### src/rtl/fighter_pkg.sv
// Shared types and frame-count helpers for the fighter animation sequencer.
// Purely declarative: no logic, no latency, no flow control.
package fighter_pkg;

  typedef enum logic [7:0] {
    ST_STAND  = 8'd0,
    ST_ATTACK = 8'd1,
    ST_MOVEL  = 8'd2,
    ST_MOVER  = 8'd3,
    ST_HURT   = 8'd4,
    ST_DEFEND = 8'd5
  } anim_state_t;

  localparam int STAND_FRAMES_DEF  = 8;
  localparam int ATTACK_FRAMES_DEF = 9;
  localparam int MOVE_FRAMES_DEF   = 5;
  localparam int HURT_FRAMES_DEF   = 4;
  localparam int DEFEND_FRAMES     = 1;

  // Length of the loop or one-shot played in a state; unknown codes get 1 so
  // the sequencer treats them as "last frame" and recovers on the next tick.
  function automatic logic [7:0] frames_for(
    input anim_state_t s,
    input int stand_n  = STAND_FRAMES_DEF,
    input int attack_n = ATTACK_FRAMES_DEF,
    input int move_n   = MOVE_FRAMES_DEF,
    input int hurt_n   = HURT_FRAMES_DEF
  );
    case (s)
      ST_STAND:           frames_for = 8'(stand_n);
      ST_ATTACK:          frames_for = 8'(attack_n);
      ST_MOVEL, ST_MOVER: frames_for = 8'(move_n);
      ST_HURT:            frames_for = 8'(hurt_n);
      ST_DEFEND:          frames_for = 8'(DEFEND_FRAMES);
      default:            frames_for = 8'd1;
    endcase
  endfunction

endpackage

### src/rtl/fighter_anim_ctrl_if.sv
// Key/hit inputs and animation outputs of one fighter sequencer.
// Level and strobe signals only; no handshake, the consumer never stalls.
interface fighter_anim_ctrl_if;

  logic       key_left;
  logic       key_right;
  logic       key_attack;
  logic       key_defend;
  logic       hit_in;
  logic [7:0] anim_state;
  logic [7:0] frame_num;
  logic       move_l;
  logic       move_r;
  logic       hurt;
  logic       attack_hit;
  logic       blocked;

  modport master (
    output key_left, key_right, key_attack, key_defend, hit_in,
    input  anim_state, frame_num, move_l, move_r, hurt, attack_hit, blocked
  );

  modport slave (
    input  key_left, key_right, key_attack, key_defend, hit_in,
    output anim_state, frame_num, move_l, move_r, hurt, attack_hit, blocked
  );

endinterface

### src/rtl/fighter_anim_ctrl_frame_tick_gen.sv
// Synchronises frame_clk into Clk, detects rising edges and divides them down
// to one-Clk tick pulses; tick fires 2 Clk after the synchronised edge lands, no backpressure.
module frame_tick_gen #(
  parameter int TICKS_PER_FRAME = 4
) (
  input  logic Clk,
  input  logic Reset,
  input  logic frame_clk,
  output logic tick
);

  localparam int CW = (TICKS_PER_FRAME > 1) ? $clog2(TICKS_PER_FRAME) : 1;
  localparam logic [CW-1:0] TERM = CW'(TICKS_PER_FRAME - 1);

  logic          sync1;
  logic          sync2;
  logic          sync3;
  logic          edge_det;
  logic [CW-1:0] div_cnt;

  assign edge_det = sync2 & ~sync3;
  assign tick     = edge_det && (div_cnt == TERM);

  always_ff @(posedge Clk) begin
    if (Reset) begin
      sync1   <= 1'b0;
      sync2   <= 1'b0;
      sync3   <= 1'b0;
      div_cnt <= '0;
    end else begin
      sync1 <= frame_clk;
      sync2 <= sync1;
      sync3 <= sync2;
      if (edge_det) begin
        div_cnt <= (div_cnt == TERM) ? '0 : div_cnt + CW'(1);
      end
    end
  end

endmodule

### src/rtl/fighter_anim_ctrl.sv
// Per-fighter animation sequencer: keys/hits -> state code, sprite frame, strobes.
// Outputs registered, updated the Clk after each frame tick; no backpressure. ATTACK_QUEUE_EN adds a one-deep attack queue.
module fighter_anim_ctrl
  import fighter_pkg::*;
#(
  parameter int TICKS_PER_FRAME  = 4,
  parameter int STAND_FRAMES     = 8,
  parameter int ATTACK_FRAMES    = 9,
  parameter int MOVE_FRAMES      = 5,
  parameter int HURT_FRAMES      = 4,
  parameter int ATTACK_HIT_FRAME = 5
) (
  input  logic                 Clk,
  input  logic                 Reset,
  input  logic                 frame_clk,
  fighter_anim_ctrl_if.slave   bus
);

  logic        tick;
  anim_state_t state_q;
  anim_state_t state_d;
  anim_state_t key_pick;
  logic [7:0]  frame_q;
  logic [7:0]  frame_d;
  logic [7:0]  cur_len;
  logic        last;
  logic        restart;
  logic        hit_pending;
  logic        hit_now;
  logic        blocked_d;
  logic        atk_queued;
  logic        move_l_q;
  logic        move_r_q;
  logic        hurt_q;
  logic        attack_hit_q;
  logic        blocked_q;

  frame_tick_gen #(
    .TICKS_PER_FRAME (TICKS_PER_FRAME)
  ) u_tick (
    .Clk       (Clk),
    .Reset     (Reset),
    .frame_clk (frame_clk),
    .tick      (tick)
  );

  assign cur_len = frames_for(state_q, STAND_FRAMES, ATTACK_FRAMES, MOVE_FRAMES, HURT_FRAMES);
  assign last    = (frame_q >= cur_len - 8'd1);
  // A hit arriving on the tick cycle itself is consumed together with the pending one.
  assign hit_now = hit_pending | bus.hit_in;

  always_comb begin
    key_pick = ST_STAND;
    if (bus.key_attack) begin
      key_pick = ST_ATTACK;
    end else if (bus.key_defend) begin
      key_pick = ST_DEFEND;
    end else if (bus.key_right && !bus.key_left) begin
      key_pick = ST_MOVER;
    end else if (bus.key_left && !bus.key_right) begin
      key_pick = ST_MOVEL;
    end
  end

  always_comb begin
    state_d   = state_q;
    restart   = 1'b0;
    blocked_d = 1'b0;
    frame_d   = '0;
    case (state_q)
      ST_ATTACK: begin
        if (hit_now) begin
          state_d = ST_HURT;
        end else if (last) begin
          restart = 1'b1;
          state_d = atk_queued ? ST_ATTACK : key_pick;
        end
      end
      ST_HURT: begin
        if (last) begin
          restart = 1'b1;
          state_d = key_pick;
        end
      end
      ST_STAND, ST_MOVEL, ST_MOVER, ST_DEFEND: begin
        if (hit_now) begin
          if (state_q == ST_DEFEND) begin
            blocked_d = 1'b1;
          end else begin
            state_d = ST_HURT;
          end
        end else begin
          state_d = key_pick;
        end
      end
      default: state_d = ST_STAND;
    endcase
    // One-shots replay from frame 0 even when the same state is re-entered.
    if (state_d != state_q || restart || last) begin
      frame_d = '0;
    end else begin
      frame_d = frame_q + 8'd1;
    end
  end

`ifdef ATTACK_QUEUE_EN
  logic atk_key_d;

  always_ff @(posedge Clk) begin
    if (Reset) begin
      atk_queued <= 1'b0;
      atk_key_d  <= 1'b0;
    end else begin
      atk_key_d <= bus.key_attack;
      if (tick && (state_d == ST_HURT || (state_q == ST_ATTACK && last))) begin
        atk_queued <= 1'b0;
      end else if (bus.key_attack && !atk_key_d && state_q == ST_ATTACK &&
                   frame_q >= 8'(ATTACK_HIT_FRAME)) begin
        atk_queued <= 1'b1;
      end
    end
  end
`else
  assign atk_queued = 1'b0;
`endif

  always_ff @(posedge Clk) begin
    if (Reset) begin
      state_q      <= ST_STAND;
      frame_q      <= '0;
      hit_pending  <= 1'b0;
      move_l_q     <= 1'b0;
      move_r_q     <= 1'b0;
      hurt_q       <= 1'b0;
      attack_hit_q <= 1'b0;
      blocked_q    <= 1'b0;
    end else begin
      attack_hit_q <= 1'b0;
      blocked_q    <= 1'b0;
      if (tick) begin
        hit_pending  <= 1'b0;
        state_q      <= state_d;
        frame_q      <= frame_d;
        move_l_q     <= (state_d == ST_MOVEL);
        move_r_q     <= (state_d == ST_MOVER);
        hurt_q       <= (state_d == ST_HURT);
        attack_hit_q <= (state_d == ST_ATTACK) && (frame_d == 8'(ATTACK_HIT_FRAME));
        blocked_q    <= blocked_d;
      end else if (bus.hit_in) begin
        hit_pending <= 1'b1;
      end
    end
  end

  assign bus.anim_state = state_q;
  assign bus.frame_num  = frame_q;
  assign bus.move_l     = move_l_q;
  assign bus.move_r     = move_r_q;
  assign bus.hurt       = hurt_q;
  assign bus.attack_hit = attack_hit_q;
  assign bus.blocked    = blocked_q;

endmodule

### src/flat_wrapper.sv
// flat-port wrapper written by rule: the top's interface ports become plain ports
module fighter_anim_ctrl_flat import fighter_pkg::*;
#(
  parameter int TICKS_PER_FRAME  = 4,
  parameter int STAND_FRAMES     = 8,
  parameter int ATTACK_FRAMES    = 9,
  parameter int MOVE_FRAMES      = 5,
  parameter int HURT_FRAMES      = 4,
  parameter int ATTACK_HIT_FRAME = 5
)
  (Clk, Reset, frame_clk, bus_key_left, bus_key_right, bus_key_attack, bus_key_defend, bus_hit_in, bus_anim_state, bus_frame_num, bus_move_l, bus_move_r, bus_hurt, bus_attack_hit, bus_blocked);
  fighter_anim_ctrl_if bus_i ();
  input  logic Clk;
  input  logic Reset;
  input  logic frame_clk;
  input wire logic [$bits(bus_i.key_left)-1:0] bus_key_left;
  input wire logic [$bits(bus_i.key_right)-1:0] bus_key_right;
  input wire logic [$bits(bus_i.key_attack)-1:0] bus_key_attack;
  input wire logic [$bits(bus_i.key_defend)-1:0] bus_key_defend;
  input wire logic [$bits(bus_i.hit_in)-1:0] bus_hit_in;
  output wire logic [$bits(bus_i.anim_state)-1:0] bus_anim_state;
  output wire logic [$bits(bus_i.frame_num)-1:0] bus_frame_num;
  output wire logic [$bits(bus_i.move_l)-1:0] bus_move_l;
  output wire logic [$bits(bus_i.move_r)-1:0] bus_move_r;
  output wire logic [$bits(bus_i.hurt)-1:0] bus_hurt;
  output wire logic [$bits(bus_i.attack_hit)-1:0] bus_attack_hit;
  output wire logic [$bits(bus_i.blocked)-1:0] bus_blocked;
  assign bus_i.key_left = bus_key_left;
  assign bus_i.key_right = bus_key_right;
  assign bus_i.key_attack = bus_key_attack;
  assign bus_i.key_defend = bus_key_defend;
  assign bus_i.hit_in = bus_hit_in;
  assign bus_anim_state = bus_i.anim_state;
  assign bus_frame_num = bus_i.frame_num;
  assign bus_move_l = bus_i.move_l;
  assign bus_move_r = bus_i.move_r;
  assign bus_hurt = bus_i.hurt;
  assign bus_attack_hit = bus_i.attack_hit;
  assign bus_blocked = bus_i.blocked;
  fighter_anim_ctrl #(.TICKS_PER_FRAME(TICKS_PER_FRAME), .STAND_FRAMES(STAND_FRAMES), .ATTACK_FRAMES(ATTACK_FRAMES), .MOVE_FRAMES(MOVE_FRAMES), .HURT_FRAMES(HURT_FRAMES), .ATTACK_HIT_FRAME(ATTACK_HIT_FRAME)) u_core (.Clk(Clk), .Reset(Reset), .frame_clk(frame_clk), .bus(bus_i));
endmodule
### config.mk
export PLATFORM = sky130hd
export DESIGN_NAME = fighter_anim_ctrl_flat
export DESIGN_NICKNAME = d
export VERILOG_FILES = /design/src/rtl/fighter_pkg.sv /design/src/rtl/fighter_anim_ctrl_if.sv /design/src/rtl/fighter_anim_ctrl_frame_tick_gen.sv /design/src/rtl/fighter_anim_ctrl.sv /design/src/flat_wrapper.sv
export SDC_FILE = /design/constraint.sdc
export NUM_CORES = 1
export LEC_CHECK = 0
export CAP_MARGIN = 20
export CORE_ASPECT_RATIO = 1.75
export CORE_MARGIN = 5
export CORE_UTILIZATION = 40
export DETAILED_ROUTE_END_ITERATION = 10
export PLACE_DENSITY = 0.76
export SLEW_MARGIN = 20
export SYNTH_ARGS = -nofsm -noshare
export SYNTH_HDL_FRONTEND = slang
export SYNTH_SLANG_ARGS = --single-unit
### constraint.sdc
create_clock -name Clk -period 3.95 [get_ports Clk]
set_clock_uncertainty 0.1 [all_clocks]
set_input_delay 0.79 -clock Clk [delete_from_list [all_inputs] [get_ports Clk]]
set_output_delay 0.79 -clock Clk [all_outputs]
set_load 0.005 [all_outputs]
==> impl.org <==
** Status
- The run finished with clean final reports.

** Critical path
- In this run the critical register-to-register path is launched from u_core.bus.anim_state[3]$_SDFFE_PP0P_.
- At the worst endpoint, the arrival time is 3.67 ns.
- Ordered cell list for the critical path :: nor4_4, or3b_4, or2_2, inv_1, ha_1, xnor2_1, ha_1, a21oi_1, and2_1, a21boi_0, o32ai_4, or3_1, o21ai_0
- In this run the number of cells on the critical path is 13.
- Capturing element type of the critical path :: register
- Counting both buffers and inverters, the worst setup path holds a total of 1.
- Destination of the worst register-to-register timing path :: u_core.bus.hurt$_SDFFE_PP0P_
- Worst stage delay on the critical path :: 0.45 ns
- Critical path's most frequent cell :: sky130_fd_sc_hd__ha_1
- In this run the worst path has a maximum fanout of 5.
- Register-to-register setup slack :: about 0.39 ns
- Largest delay contributor family on the critical path :: simple AND/OR/NAND/NOR gates
- Crit path max-delay cell type :: sky130_fd_sc_hd__or3b_4
- The worst setup path is of the reg2reg kind.
- At the worst endpoint, the required time is 4.06 ns.
- Crit path launch type :: register
- Worst Reg2Reg Path Length in Cells :: 13
- Tracing the worst setup path back leads to its startpoint at u_core.bus.anim_state[3]$_SDFFE_PP0P_.

** GRT
- Number of global-route vias before repair :: around 1200
- Total global-route track usage :: 0.139
- Entering global routing, the biggest net connects 19 pins.
- The total overflow left after global routing is 0.
- Global-route wire length before repair :: 5710 um
- Initial antenna violation count :: 0

** Floorplan
- Die extent in x :: approximately 56 um
- For this configuration, the core starts out at a cell density of 0.411.
- Top-Level Pins :: 29
- The die covers 0.00505 mm^2.
- Die height :: 90.3 um
- Std-Cell Rows :: 29
- Area of the placeable core :: 0.00359 mm^2

** Clock network
- Post-CTS Setup Inserts :: 0
- Clock sink count :: 27
- The later pin in the worst-skew pair is clocked with a latency of approximately 0.28 ns.
- Count of hold buffers inserted by post-cts repair :: 0
- Clock tree root driver cell :: sky130_fd_sc_hd__clkbuf_8
- H-Tree Depth :: 1
- Clock slew at reported path FFs :: 0.09 ns
- TritonCTS built the clock tree.
- No sink is reached through more buffers than the 2 on the longest clock path.
- Count of instances resized after the clock tree is built :: 0
- Buffers inserted during clock tree synthesis total 3.

** Placed design
- Final HPWL from detailed placement :: 2630 um
- Routability congestion estimate from global placement :: 0.923
- Input and output buffers added on the ports amount to 28.

** Synthesis
- The most used flip-flop cell after synthesis is sky130_fd_sc_hd__dfxtp_1.
- Async SR Flop Fraction :: 0
- Summing every instance area after synthesis gives 0.00148 mm^2.
- The number of different library cells used by synthesis comes to 48.
- Of the post-synthesis cell area, the dominant cell type holds 0.366.
- Counting flops and latches in the post-synthesis netlist gives 27.
- Post-synth net total :: 182
- For this run, the register share of the synthesized area comes to 0.366.
- Synthesized instance count :: 166
- Yosys warning count :: 0
- Number of enable-type register cells in the synthesized netlist :: 0
- Most area-hungry cell type in the Yosys netlist :: sky130_fd_sc_hd__dfxtp_1
- Yosys attributes the largest share of cell area to sky130_fd_sc_hd__dfxtp_1 (37%), sky130_fd_sc_hd__ha_1 (6.8%), sky130_fd_sc_hd__nand2_1 (6.1%).
- Post-synthesis area per instance :: 8.89 um^2

** Power and ir drop
- Part of the total power dissipated in the clock network :: 0.341
- Leakage :: 0.708 nW
- Summed over all nets, the switching power comes to 0.106 mW.
- IR analysis of the VDD net gives a maximum drop of 0.295 mV.
- Total chip power :: 0.468 mW
- The share of total power dissipated in sequential elements is 0.589.
- Of the total power, combinational logic draws 0.070.
- Of the total power, the share spent switching nets is 0.226.
- Power Internal :: around 0.36 mW
- Pwr dens :: 251 mW/mm^2

** STA
- Timing would allow up to 0.281 GHz.
- Setup violations remaining at the end of the flow were counted as 0.
- Final hold vios :: 0
- Max_slew headroom :: 0.678
- Number of slew-limit violations in the final report :: 0
- At the pin with the least slew margin, the transition time is 0.478 ns.
- After layout, the minimum clock period comes to 3.56 ns.
- Dividing the final minimum period by the clock period gives 0.901.
- Setup repair after global routing left no endpoint under its margin.
- Aggregate negative setup slack :: 0 ns

** Final layout
- Compared with the post-synthesis result, the final layout area differs by 26.4%.
- Leaving out fill and tap cells, the most frequent cell in the layout is sky130_fd_sc_hd__clkdlybuf4s50_1.
- The library cells used most frequently in the layout, excluding fill and tap cells, are sky130_fd_sc_hd__clkdlybuf4s50_1 (28), sky130_fd_sc_hd__dfxtp_1 (27), sky130_fd_sc_hd__nand2_1 (24).
- In the final layout, the share of cells above drive strength 1 is 0.102.
- Antenna Cells :: 0
- The net count of the finished layout is 213.

** Hold path
- Hold path endpoint :: u_core.u_tick.sync2$_SDFF_PP0_
- The worst hold path begins at u_core.u_tick.sync1$_SDFF_PP0_.
- The path class of the tightest hold or removal check is reg2reg.
- Along the worst hold path, the cell count comes to 1.

** Drt
- After detailed routing, the average wire length per cell comes to 13.6 um.
- The detailed router placed around 1300 vias in this run.
- Wires add up to 3300 um.
- Vias per Instance :: 5.27
- The detailed router finished its first iteration with 30 violations.
- For this run, design rule violations remaining after detail routing come to 0.
- First-pass iteration count of the detailed router :: 4
- Count of nets left with antenna violations after detail routing :: 0

** Job
- Max-cap violations in this run came to 0.
==> cell type report <==
cell class                      count  area [um^2]
Sequential cell                    27          541
Tap cell                           46         57.6
Fill cell                         338         1730
Multi-Input combinational cell    128          892
Clock buffer                        3         41.3
Timing Repair Buffer               31          303
Inverter                            6         22.5
Clock inverter                      1         7.51
==> sequential cells by signal, summed over array words and instances, names as in the netlist <==
name	count
u_core.bus.move_l	1
u_core.u_tick.sync3	1
u_core.bus.attack_hit	1
u_core.hit_pending	1
u_core.bus.move_r	1
u_core.u_tick.div_cnt	2
u_core.bus.blocked	1
u_core.u_tick.sync1	1
u_core.bus.frame_num	8
u_core.bus.hurt	1
u_core.u_tick.sync2	1
u_core.bus.anim_state	8
==> per-layer routing <==
layer | track usage | wire (um) | up-vias
met2 | 0.247 | 1730 | 16
met4 | 0.0693 | 68 | 0
li1 | - | - | 647
met1 | 0.156 | 1410 | 607
met3 | 0.0215 | 89 | 5
met5 | 0 | 0 | -
==> stage by stage <==
stage	instances	area, um^2	hold WS (ns)	util	setup slack [ns]
2_1_floorplan	166	1480	0.314	-	0.582
3_3_place_gp	238	1820	0.322	0.505	0.481
3_5_place_dp	238	1820	0.330	0.505	0.368
4_1_cts	242	1860	0.359	0.519	0.367
5_1_grt	242	1860	0.371	0.519	0.109
6_report	242	1860	0.351	0.519	0.391
==> logic make-up (layout without fill, tap and decap cells) <==
logic type	count (synthesis)	after routing	synth area share
muxes	2	2	0.0136
buffers and inverters	11	41	0.0288
DFF	27	27	0.366
AOI/OAI and AO/OA	33	33	0.175
adders and majority gates	8	8	0.0679
and+or+nand+nor	81	81	0.325
xor gates and xnor gates	4	4	0.0238
==> synth_stat cells, drive strengths merged, types with 2 or more instances <==
cell	count
nand2	24
o21ai	10
nor2b	13
nor2	6
o2111ai	2
nand3	5
o32ai	2
nand3b	3
inv	6
o211ai	2
nand2b	3
mux2i	2
xnor2	3
nor3	4
nor4	5
a21oi	4
a21o	2
or2	3
ha	8
and2	7
or3	3
dfxtp	27
clkbuf	4
or3b	2
a31oi	2
==> worst max path at each step <==
stage                                        end
finish              u_core.bus.hurt$_SDFFE_PP0P_
global route        u_core.bus.hurt$_SDFFE_PP0P_
CTS                 u_core.bus.hurt$_SDFFE_PP0P_
detailed placement  u_core.bus.hurt$_SDFFE_PP0P_
global placement    u_core.bus.hurt$_SDFFE_PP0P_
floorplan           u_core.bus.hurt$_SDFFE_PP0P_
==> power groups by stage <==
stage | Combinational (mW) | Clock (mW) | Sequential [mW]
3_5_place_dp | 0.0330 | 0 | 0.282
6_report | 0.0327 | 0.160 | 0.276
3_3_place_gp | 0.0326 | 0 | 0.282
5_1_grt | 0.0363 | 0.178 | 0.276
2_1_floorplan | 0.0194 | 0 | 0.282
4_1_cts | 0.0332 | 0.166 | 0.276
No activity file was read; power rests on OpenSTA's default activity.
